## src/rtl/divider_int.sv

```systemverilog
// Fully pipelined signed integer divider: one restoring step per stage, OPP_W+2 cycle latency.
// Truncating division with flagged handling of divide-by-zero and the most-negative / -1 overflow.
module divider_int #(
   parameter int OPP_W = 8
) (
   input  logic             clk,
   input  logic             aresetn,
   input  logic             in_valid,
   input  logic [OPP_W-1:0] dividend,
   input  logic [OPP_W-1:0] divisor,
   output logic             out_valid,
   output logic [OPP_W-1:0] quotient,
   output logic [OPP_W-1:0] remainder,
   output logic             div_by_zero,
   output logic             overflow
);

   logic [OPP_W:0]   r_vld;
   logic [OPP_W:0]   r_sa;
   logic [OPP_W:0]   r_sb;
   logic [OPP_W:0]   r_dz;
   logic [OPP_W:0]   r_ov;
   logic [OPP_W-1:0] r_aq   [0:OPP_W];
   logic [OPP_W-1:0] r_rem  [0:OPP_W];
   logic [OPP_W-1:0] r_bmag [0:OPP_W-1];

   logic             r_fv;
   logic [OPP_W-1:0] r_fq;
   logic [OPP_W-1:0] r_fr;
   logic             r_fdz;
   logic             r_fov;

   logic [OPP_W-1:0] w_amag;
   logic [OPP_W-1:0] w_bmag;
   logic             w_dz;
   logic             w_ov;
   logic [OPP_W:0]   w_shift [1:OPP_W];
   logic [OPP_W:0]   w_diff  [1:OPP_W];
   logic             w_qneg;
   logic [OPP_W-1:0] w_q;
   logic [OPP_W-1:0] w_r;

   // Unsigned magnitudes: -2^(OPP_W-1) maps to 2^(OPP_W-1), which fits OPP_W unsigned bits.
   always_comb begin
      w_amag = dividend[OPP_W-1] ? (~dividend + 1'b1) : dividend;
      w_bmag = divisor[OPP_W-1]  ? (~divisor + 1'b1)  : divisor;
      w_dz   = (divisor == '0);
      w_ov   = (dividend == {1'b1, {(OPP_W-1){1'b0}}}) && (divisor == '1);
   end

   // Trial subtraction per stage; the extra MSB of the difference is the borrow.
   always_comb begin
      for (int k = 1; k <= OPP_W; k++) begin
         w_shift[k] = {r_rem[k-1], r_aq[k-1][OPP_W-1]};
         w_diff[k]  = w_shift[k] - {1'b0, r_bmag[k-1]};
      end
   end

   always_comb begin
      w_qneg = r_sa[OPP_W] ^ r_sb[OPP_W];
      w_q    = r_aq[OPP_W];
      if (r_dz[OPP_W])
         w_q = '1;
      else if (w_qneg)
         w_q = ~r_aq[OPP_W] + 1'b1;
      w_r = r_sa[OPP_W] ? (~r_rem[OPP_W] + 1'b1) : r_rem[OPP_W];
   end

   always_ff @(posedge clk or negedge aresetn) begin
      if (!aresetn) begin
         r_vld <= '0;
         r_sa  <= '0;
         r_sb  <= '0;
         r_dz  <= '0;
         r_ov  <= '0;
         for (int k = 0; k <= OPP_W; k++) begin
            r_aq[k]  <= '0;
            r_rem[k] <= '0;
         end
         for (int k = 0; k < OPP_W; k++)
            r_bmag[k] <= '0;
      end else begin
         r_vld[0]  <= in_valid;
         r_sa[0]   <= dividend[OPP_W-1];
         r_sb[0]   <= divisor[OPP_W-1];
         r_dz[0]   <= w_dz;
         r_ov[0]   <= w_ov;
         r_aq[0]   <= w_amag;
         r_rem[0]  <= '0;
         r_bmag[0] <= w_bmag;
         // The dividend shifts out of r_aq MSB-first while quotient bits fill in at the LSB.
         for (int k = 1; k <= OPP_W; k++) begin
            r_vld[k] <= r_vld[k-1];
            r_sa[k]  <= r_sa[k-1];
            r_sb[k]  <= r_sb[k-1];
            r_dz[k]  <= r_dz[k-1];
            r_ov[k]  <= r_ov[k-1];
            if (!w_diff[k][OPP_W]) begin
               r_rem[k] <= w_diff[k][OPP_W-1:0];
               r_aq[k]  <= {r_aq[k-1][OPP_W-2:0], 1'b1};
            end else begin
               r_rem[k] <= w_shift[k][OPP_W-1:0];
               r_aq[k]  <= {r_aq[k-1][OPP_W-2:0], 1'b0};
            end
         end
         for (int k = 1; k < OPP_W; k++)
            r_bmag[k] <= r_bmag[k-1];
      end
   end

   always_ff @(posedge clk or negedge aresetn) begin
      if (!aresetn) begin
         r_fv  <= 1'b0;
         r_fq  <= '0;
         r_fr  <= '0;
         r_fdz <= 1'b0;
         r_fov <= 1'b0;
      end else begin
         r_fv  <= r_vld[OPP_W];
         r_fq  <= w_q;
         r_fr  <= w_r;
         r_fdz <= r_dz[OPP_W];
         r_fov <= r_ov[OPP_W];
      end
   end

   // Results only update on a valid slot, so bubbles leave the last result visible.
   always_ff @(posedge clk or negedge aresetn) begin
      if (!aresetn) begin
         out_valid   <= 1'b0;
         quotient    <= '0;
         remainder   <= '0;
         div_by_zero <= 1'b0;
         overflow    <= 1'b0;
      end else begin
         out_valid <= r_fv;
         if (r_fv) begin
            quotient    <= r_fq;
            remainder   <= r_fr;
            div_by_zero <= r_fdz;
            overflow    <= r_fov;
         end
      end
   end

endmodule

```

## config.mk

```make
export PLATFORM = sky130hd
export DESIGN_NAME = divider_int
export DESIGN_NICKNAME = d
export VERILOG_FILES = /design/src/rtl/divider_int.sv
export SDC_FILE = /design/constraint.sdc
export NUM_CORES = 1
export LEC_CHECK = 0
export BUFFER_PORTS_ARGS = -buffer_cell sky130_fd_sc_hd__buf_2
export CORE_MARGIN = 2
export CORE_UTILIZATION = 55
export DETAILED_ROUTE_END_ITERATION = 8
export PLACE_DENSITY = 0.81
export SYNTH_ARGS = -nofsm -noshare
export SYNTH_HDL_FRONTEND = slang
export SYNTH_SLANG_ARGS = --single-unit
```

## constraint.sdc

```tcl
create_clock -name clk -period 2.2 [get_ports clk]
set_clock_uncertainty 0.15 [all_clocks]
set_input_delay 0.11 -clock clk [delete_from_list [all_inputs] [get_ports clk]]
set_output_delay 0.11 -clock clk [all_outputs]
set_load 0.01 [all_outputs]
```

# After elaboration in Yosys (flattened, before gate mapping)

Index checks and enable logic that the tools add are counted.

Register bits after elaboration: 283
Input bits: 19
Output and inout port bits: 19
Word-level logic and storage cells: 82

Add/sub/neg operators: 12
Equal/unequal tests: 2
Mux-type cells: 21
Bitwise logic cells: 5
Reductions and logical operators: 2

Operator list:

| operator                                    | count |
|---|---|
| 2-to-1 mux 8 bit                            | 13 |
| subtractor 9 x 8 -> 9 bit                   | 7 |
| adder 8 x 1 -> 8 bit, second input constant | 4 |
| inverter 8 bit                              | 4 |
| == test 8 bit, second input constant        | 2 |
| subtractor 1 x 8 -> 9 bit                   | 1 |
| zero test 8 bit                             | 1 |
| 2-to-1 mux 1 bit                            | 8 |
| logical AND 1 bit                           | 1 |
| XOR 1 bit                                   | 1 |

# Depth between registers and ports, before layout

Gate-level depths: netlist of run 1.

Depth in word-level cells: 4
Mapped depth: 9
Mapped depth without buffers: 9

# Worst setup path after synthesis of run 1

Ideal clock, no wire load.

Kind: register to register
Start: register r_aq[23] in the netlist's numbering
End: register r_rem[10] in the netlist's numbering
Setup time: 0.125 ns
Arrival time: 2.125 ns
Data required time: 1.925 ns
Slack: -0.200 ns
Stages on the path, launching flop included: 10
Path buffers: 0
Period minus slack after synthesis: 2.400 ns
Cells stage by stage: dfrtp_1 inv_1 ha_1 inv_1 fa_1 a21o_1 a21oi_1 o31a_2 xnor2_4 mux2_2

Cells in the longest elaborated chain, start to end: 2

Ends and longest elaborated chain:

| element                         | line | text |
|---|---|---|
| start, declared                 | 23   | `logic [OPP_W-1:0] r_aq [0:OPP_W];` |
| start signal, assigned by index | 100  | `r_aq[k] <= {r_aq[k-1][OPP_W-2:0], 1'b1};` |
| start signal, assigned by index | 103  | `r_aq[k] <= {r_aq[k-1][OPP_W-2:0], 1'b0};` |
| subtractor 9 x 8 -> 9 bit       | 55   | `w_diff[k] = w_shift[k] - {1'b0, r_bmag[k-1]};` |
| 2-to-1 mux 8 bit                | 98   | `if (!w_diff[k][OPP_W]) begin` |
| end signal, assigned by index   | 99   | `r_rem[k] <= w_diff[k][OPP_W-1:0];` |
| end signal, assigned by index   | 102  | `r_rem[k] <= w_shift[k][OPP_W-1:0];` |
| end, declared                   | 24   | `logic [OPP_W-1:0] r_rem [0:OPP_W];` |

No other way between the ends.
A chain may end at the register's enable or synchronous reset.

# Final worst setup path of run 1

Start: register r_aq[15] in the netlist's numbering
End: register r_rem[3] in the netlist's numbering

The elaborated chain is that of the path after synthesis.

==> out/qor.log, run 1 <==
qor: run_status.outcome finished, violations left
qor: run_status.violations setup timing
qor: finish.layout.cells.most_common_list dfrtp_1 (282), buf_4 (74), inv_1 (71), ha_1 (51), mux2_4 (46)
qor: synth.synth_top_flop_cell dfrtp_1
qor: worst_setup_path.worst_path_most_repeated_cell inv_2
qor: finish.n_fill_cell 1221
qor: synth.synth.yosys.warnings 0
qor: clocking.cts_htree_levels 1
qor: die.floorplan.initialDensity 56.1%
qor: placement.gpl.final_weighted_congestion 0.845
qor: die.io_pins 38
qor: sta.fmax 0.418 GHz
qor: die.core_area 20200 µm²
qor: sta.grt_setup_unrepaired true
qor: grt.first_global_vias 7946
qor: sta.setup-tns-final -5.86 ns
qor: worst_setup_path.worstPathRequired 2.47 ns
qor: grt.grtUsageMet1 22.2%
qor: grt.grt_most_used_layer met2
qor: worst_setup_path.crit_buf_inv 3
qor: worst_setup_path.cp-end-kind register
qor: sta.final.hold.worst_slack 0.0762 ns
qor: placement.dpl.hpwl 13.5 mm
qor: job.maxCapViolations 0
qor: power_and_ir_drop.power_per_cell_area 1510 nW/µm²
qor: power_and_ir_drop.comb_power_share 44.6%
qor: sta.report.final.slew_viol_count 0
qor: grt.groute.layer.met2.usage 46.3%
qor: routing.drt-pass1-iter-count 4
qor: routing.detail_route.drc_violations 0
qor: hold_path.holdCritPathClass in2reg
qor: finish.mostFrequentLayoutCell dfrtp_1
qor: worst_setup_path.cp_top_family compound AO/OA/AOI/OAI gates
qor: routing.drt_wirelength 24.4 mm
qor: synth.synth_seq_area_share 62.4%
qor: synth.synth-async-reset-ratio 100%
qor: grt.grt.overflow.total 0
qor: synth.synthDistinctLibCells 46
qor: finish.utilization 71.5%
qor: synth.syn_inst 842
qor: worst_setup_path.crit_path_cell_trace inv_2 > ha_4 > inv_2 > fa_2 > a21o_1 > a21oi_2 > o31a_2 > xnor2_4 > buf_12 > mux2_4
qor: hold_path.hp-start in_valid
qor: worst_setup_path.critical_path.startpoint_type register
qor: grt.grtUsageTotal 22.6%
qor: worst_setup_path.timing.critical_path.arrival 2.66 ns
qor: synth.netlist_area_pre_place 11300 µm²
qor: worst_setup_path.cp-startpoint r_aq[15]
qor: sta.relSlewSlack 39.3%
qor: placement.port_buffers 37
qor: finish.num_antenna_cells 0
qor: grt.gr-usage-met3 3.09%
qor: synth.synth-seq-cells 283
qor: die.dieArea 21800 µm²
qor: worst_setup_path.cpMaxStageDelayCell dfrtp_1
qor: clocking.cts.clk_slew.worst_paths 0.06 ns
qor: power_and_ir_drop.power_frac_seq 33.2%
qor: power_and_ir_drop.power.leakage 6.84 nW
qor: grt.grt_first_pass_wirelength 38.8 mm
qor: routing.vias 7117
qor: synth.avgSynthCellArea 13.5 µm²
qor: sta.period_share 109%
qor: sta.layout_setup_ws -0.192 ns
qor: worst_setup_path.timing.critical_path.fanout_max 8
qor: clocking.clkSinkCount 283
qor: synth.synth-edff-count 0
qor: grt.grt_max_degree 59
qor: die.fp.dieW 148 µm
qor: finish.flow.area_growth_from_synthesis 27.5%
qor: sta.fin_crit 2.39 ns
qor: power_and_ir_drop.power_frac_clock 22.2%
qor: finish.nets 1120
qor: routing.wl_per_cell 18.4 µm
qor: synth.synth_top_area_cell dfrtp_1
qor: synth.synth_top_cell_area_share 62.4%
qor: routing.vias_per_cell 5.39
qor: power_and_ir_drop.peakVddDrop 0.689 mV
qor: sta.finalSetupViolCount 55
qor: clocking.cts_buffers 28
qor: finish.share_of_cells_above_drive_strength_1 30.8%
qor: clocking.cts_max_path_buffers 3
qor: power_and_ir_drop.total_switching_power 7.00 mW
qor: grt.grt_antenna_before_repair 0
qor: worst_setup_path.timing.setup.critical_path_class reg2reg
qor: power_and_ir_drop.switching_share 32.1%
qor: clocking.cts-root-buf clkbuf_16
qor: power_and_ir_drop.p_int 14.8 mW
qor: synth.synth_top_cells_by_area dfrtp_1 (62%), ha_1 (6.9%), mux2_2 (6.4%)
qor: routing.detail-route-antenna-nets 0
qor: sta.number_of_hold_slack_violations_in_the_final_timing_report 0
qor: clocking.worst_skew_pair.late_latency 0.54 ns
qor: worst_setup_path.critical_path.max_stage_delay 0.37 ns
qor: power_and_ir_drop.power_total 21.9 mW
qor: worst_setup_path.crit-reg2reg-launch r_aq[15]
qor: sta.worst_slew_pin_slew 0.904 ns
qor: die.rows 52
qor: die.die_y 148 µm
qor: routing.detailedRoute.firstIterationViolations 365
qor: clocking.cts_tree done
-- per-layer routing --
| metal | wire (µm) | up-vias |
|---|---|---|
| met5 | 0 | - |
| met1 | 8370 | 3615 |
| met2 | 14100 | 170 |
| met3 | 680 | 88 |
| li1 | - | 3244 |
| met4 | 1210 | 0 |
-- per-stage QoR --
step           worst slack, ns  area, µm²  std cells
3_5_place_dp            -0.228      12500       1210
5_1_grt                 -0.291      14500       1321
6_report                -0.192      14500       1321
4_1_cts                 -0.194      14200       1307
3_3_place_gp            -0.185      12500       1210
2_1_floorplan           -0.140      11500        844
-- timing repair --
item,in CTS,in global routing
endpoints found under the hold margin,304,0
resized for setup,68,35
hold buffers,27,0
endpoints found under the setup margin,59,60
pin swaps,26,26
setup buffers,20,16
-- state kept, by name (all words and copies together) (netlist names), 8 cells and up --
name,cells
quotient,8
r_aq,72
r_sb,9
r_fr,8
r_sa,9
r_rem,64
r_dz,9
r_ov,9
r_bmag,64
remainder,8
r_vld,9
r_fq,8
-- kinds of logic (layout without fill, tap and decap cells) --
group                      count (synthesis)  count (layout)  synth area share [%]
AOI/OAI and AO/OA                        113             113                  6.41
xor gates and xnor gates                  55              55                  5.40
adders and majority gates                 70              70                  8.18
buffers and inverters                     90             297                  2.99
DFF                                      283             283                  62.4
muxes                                     78              78                  7.60
other                                      1               3                0.0331
and+or+nand+nor                          152             152                  6.97
-- Yosys cell counts (14+ instances only) --
cell type,count
dfrtp_1,283
inv_1,85
nand2_1,33
o21ai_0,23
ha_1,63
nor2_1,28
nand2b_1,21
xnor2_1,33
a21oi_1,36
nor3_1,14
mux2_2,64
xor2_1,15
-- power by group through the flow --
stage | registers (mW) | logic (mW) | clock network [mW]
after global placement | 7.17 | 7.05 | 0
after CTS | 7.21 | 8.62 | 4.88
final | 7.25 | 9.75 | 4.85
after global routing | 7.35 | 10.4 | 5.15
after detailed placement | 7.25 | 7.35 | 0
after floorplan | 7.10 | 5.24 | 0
-- final timing paths --
kind	cells past startpoint	slack, ns	endpoint
worst max-delay path	10	-0.19	r_rem[3]
worst min-delay path	2	0.08	r_vld[0]
worst max register to register	10	-0.19	r_rem[3]
worst min register to register	0	0.19	r_fov
max in group asynchronous	4	0.61	r_bmag[55]
min in group asynchronous	3	0.50	quotient[1]
-- cell type report --
| class | instances | area (µm²) | share of cell area (%) |
|---|---|---|---|
| multi-input combinational | 471 | 4410 | 30.5 |
| sequential | 283 | 7080 | 49.0 |
| tap | 270 | 338 | 2.34 |
| timing repair buffer | 162 | 1370 | 9.50 |
| inverter | 85 | 319 | 2.21 |
| clock inverter | 10 | 133 | 0.917 |
| clock buffer | 40 | 807 | 5.58 |
(Power assumes the default switching activity.)
==> run 2, diff against run 1 <==
==> constraint.sdc (replaced) <==
create_clock -name clk -period 2.07 [get_ports clk]
set_clock_uncertainty 0.15 [all_clocks]
set_input_delay 0.1035 -clock clk [delete_from_list [all_inputs] [get_ports clk]]
set_output_delay 0.1035 -clock clk [all_outputs]
set_load 0.01 [all_outputs]
==> out/qor.log, run 2 (synthesized netlist as in run 1, its figures left out) <==
qor: run_status.outcome finished, violations left
qor: run_status.violations hold timing, setup timing
qor: worst_setup_path.worst_path_most_repeated_cell inv_2
qor: finish.mostFrequentLayoutCell dfrtp_1
qor: finish.regMostFlops r_aq
qor: routing.detail-route-antenna-nets 0
qor: sta.fmax 0.408 GHz
qor: worst_setup_path.cp-end-kind register
qor: sta.worst_slew_pin_slew 1.13 ns
qor: grt.grt_max_degree 57
qor: sta.relSlewSlack 24.6%
qor: placement.dpl_worst_slack -0.389 ns
qor: finish.max_reg_flops 72
qor: routing.detail_route.drc_violations 0
qor: worst_setup_path.timing.setup.critical_path_class reg2reg
qor: worst_setup_path.timing.critical_path.arrival 2.73 ns
qor: grt.grt_first_pass_wirelength 39.2 mm
qor: power_and_ir_drop.power_per_cell_area 1590 nW/µm²
qor: finish.largestRegisters r_aq: 72 flops, r_bmag: 64 flops, r_rem: 64 flops
qor: clocking.cts_buffers 29
qor: worst_setup_path.crit_path_cell_trace inv_2 > ha_4 > inv_2 > fa_2 > a21o_1 > a21oi_4 > o31ai_4 > xor2_4 > buf_12 > mux2_4
qor: worst_setup_path.timing.critical_path.fanout_max 8
qor: worst_setup_path.setup.reg_to_reg.worst_slack -0.38 ns
qor: finish.nets 1171
qor: routing.vias_per_cell 5.32
qor: finish.flow.area_growth_from_synthesis 30.9%
qor: clocking.cts_max_path_buffers 3
qor: hold_path.holdCritPathClass in2async
qor: grt.grtUsageTotal 22.6%
qor: clocking.cts_tree done
qor: worst_setup_path.crit-reg2reg-launch r_aq[55]
qor: die.io_pins 38
qor: clocking.clkSinkCount 283
qor: placement.dpl.hpwl 14.4 mm
qor: finish.share_of_cells_above_drive_strength_1 34.4%
qor: sta.grt_setup_unrepaired true
qor: finish.stdcell_count 1374
qor: die.fp.dieW 148 µm
qor: sta.final.hold.worst_slack -0.0715 ns
qor: worst_setup_path.worstPathRequired 2.35 ns
qor: routing.drt-pass1-iter-count 4
qor: finish.layout.cells.most_common_list dfrtp_1 (283), buf_4 (127), inv_1 (71), ha_1 (52), mux2_4 (46)
qor: clocking.worst_skew_pair.late_latency 0.54 ns
qor: die.core_area 20200 µm²
qor: die.die_y 148 µm
qor: power_and_ir_drop.power.leakage 7.12 nW
qor: sta.period_share 118%
qor: routing.drt_wirelength 24.4 mm
qor: sta.fin_crit 2.45 ns
qor: sta.report.final.slew_viol_count 0
qor: clocking.cts.clk_slew.worst_paths 0.07 ns
qor: finish.utilization 73.4%
qor: placement.port_buffers 37
qor: clocking.cts_hold_repair.buffers 27
qor: worst_setup_path.crit_end r_rem[41]
qor: routing.wl_per_cell 17.7 µm
qor: worst_setup_path.critical_path.startpoint_type register
qor: placement.placed_cells 1272
qor: worst_setup_path.critical_path.max_stage_delay 0.38 ns
qor: worst_setup_path.cpMaxStageDelayCell dfrtp_1
qor: placement.gpl.final_weighted_congestion 0.868
qor: sta.layout_setup_ws -0.379 ns
qor: routing.detailedRoute.firstIterationViolations 363
qor: grt.first_global_vias 8097
qor: power_and_ir_drop.peakVddDrop 0.955 mV
qor: routing.vias 7312
qor: worst_setup_path.cp-startpoint r_aq[55]
qor: worst_setup_path.worst_r2r_endpoint r_rem[41]
qor: sta.finalSetupViolCount 60
qor: sta.number_of_hold_slack_violations_in_the_final_timing_report 42
qor: clocking.cts-root-buf clkbuf_16
qor: grt.grt_antenna_before_repair 0
qor: job.maxCapViolations 0
qor: finish.num_antenna_cells 0
qor: die.dieArea 21800 µm²
qor: worst_setup_path.reg2reg_depth 10
qor: power_and_ir_drop.power_total 23.6 mW
qor: die.rows 52
qor: grt.grt.overflow.total 0
qor: die.floorplan.initialDensity 56.1%
qor: clocking.cts_htree_levels 1
## run 2: cell types whose count changed in the layout (fill, tap and decap cells not counted), moves of 2 or more
cell,before,now
buf_4,74,127
o21ai_0,17,21
clkinvlp_4,0,2
nand3_2,0,2
clkbuf_8,4,7
clkbuf_1,7,3
mux2i_2,1,3
o21ai_1,6,2
nand3_4,3,1
## run 2: cell type report
cell class,instances,area (µm²)
tap,270,338
fill,1196,5380
sequential,283,7080
multi-input combinational,471,4390
timing repair buffer,212,1730
inverter,85,319
clock buffer,39,833
clock inverter,14,169
## run 2: worst min path at each step
stage | to | from
2_1_floorplan | div_by_zero | aresetn
3_3_place_gp | div_by_zero | aresetn
3_5_place_dp | quotient[4] | aresetn
4_1_cts | r_dz[4] | aresetn
5_1_grt | r_aq[16] | aresetn
6_report | r_aq[16] | aresetn
## run 2: stage by stage
stage	instance area [µm²]	setup TNS (ns)
after detailed placement	13100	-14.66
after global placement	13100	-10.99
final	14900	-13.59
after floorplan	11600	-6.40
after global routing	14900	-18.59
after CTS	14700	-13.67
## run 2: repair_timing
item	CTS	global route
pin swaps	25	24
resized for setup	48	20
setup buffers	13	10
endpoints found under the setup margin	62	84
hold endpoints to repair	304	42
## run 2: critical path: cells and delay by family (launching register included)
family,cells,cell delay (ns)
AO/OA/AOI/OAI,3,0.53
adder cells (fa/ha/maj),2,0.52
flip-flops,1,0.38
multiplexers,1,0.30
buffers and inverters,3,0.29
XOR/XNOR,1,0.20
## run 2: per-layer routing
layer	share of wire (%)	vias up	track usage (%)	wire length, µm
met4	5.0	0	9.23	1230
met2	57	204	45.2	13900
met3	3.3	104	3.24	811
met1	34	3666	23.4	8380
met5	0	-	0	0
li1	-	3338	-	-
## run 2: power by group
group	internal [mW]	total (mW)	switching, mW
combinational	6.08	10.5	4.44
clock	3.20	5.36	2.16
sequential	6.86	7.70	0.837
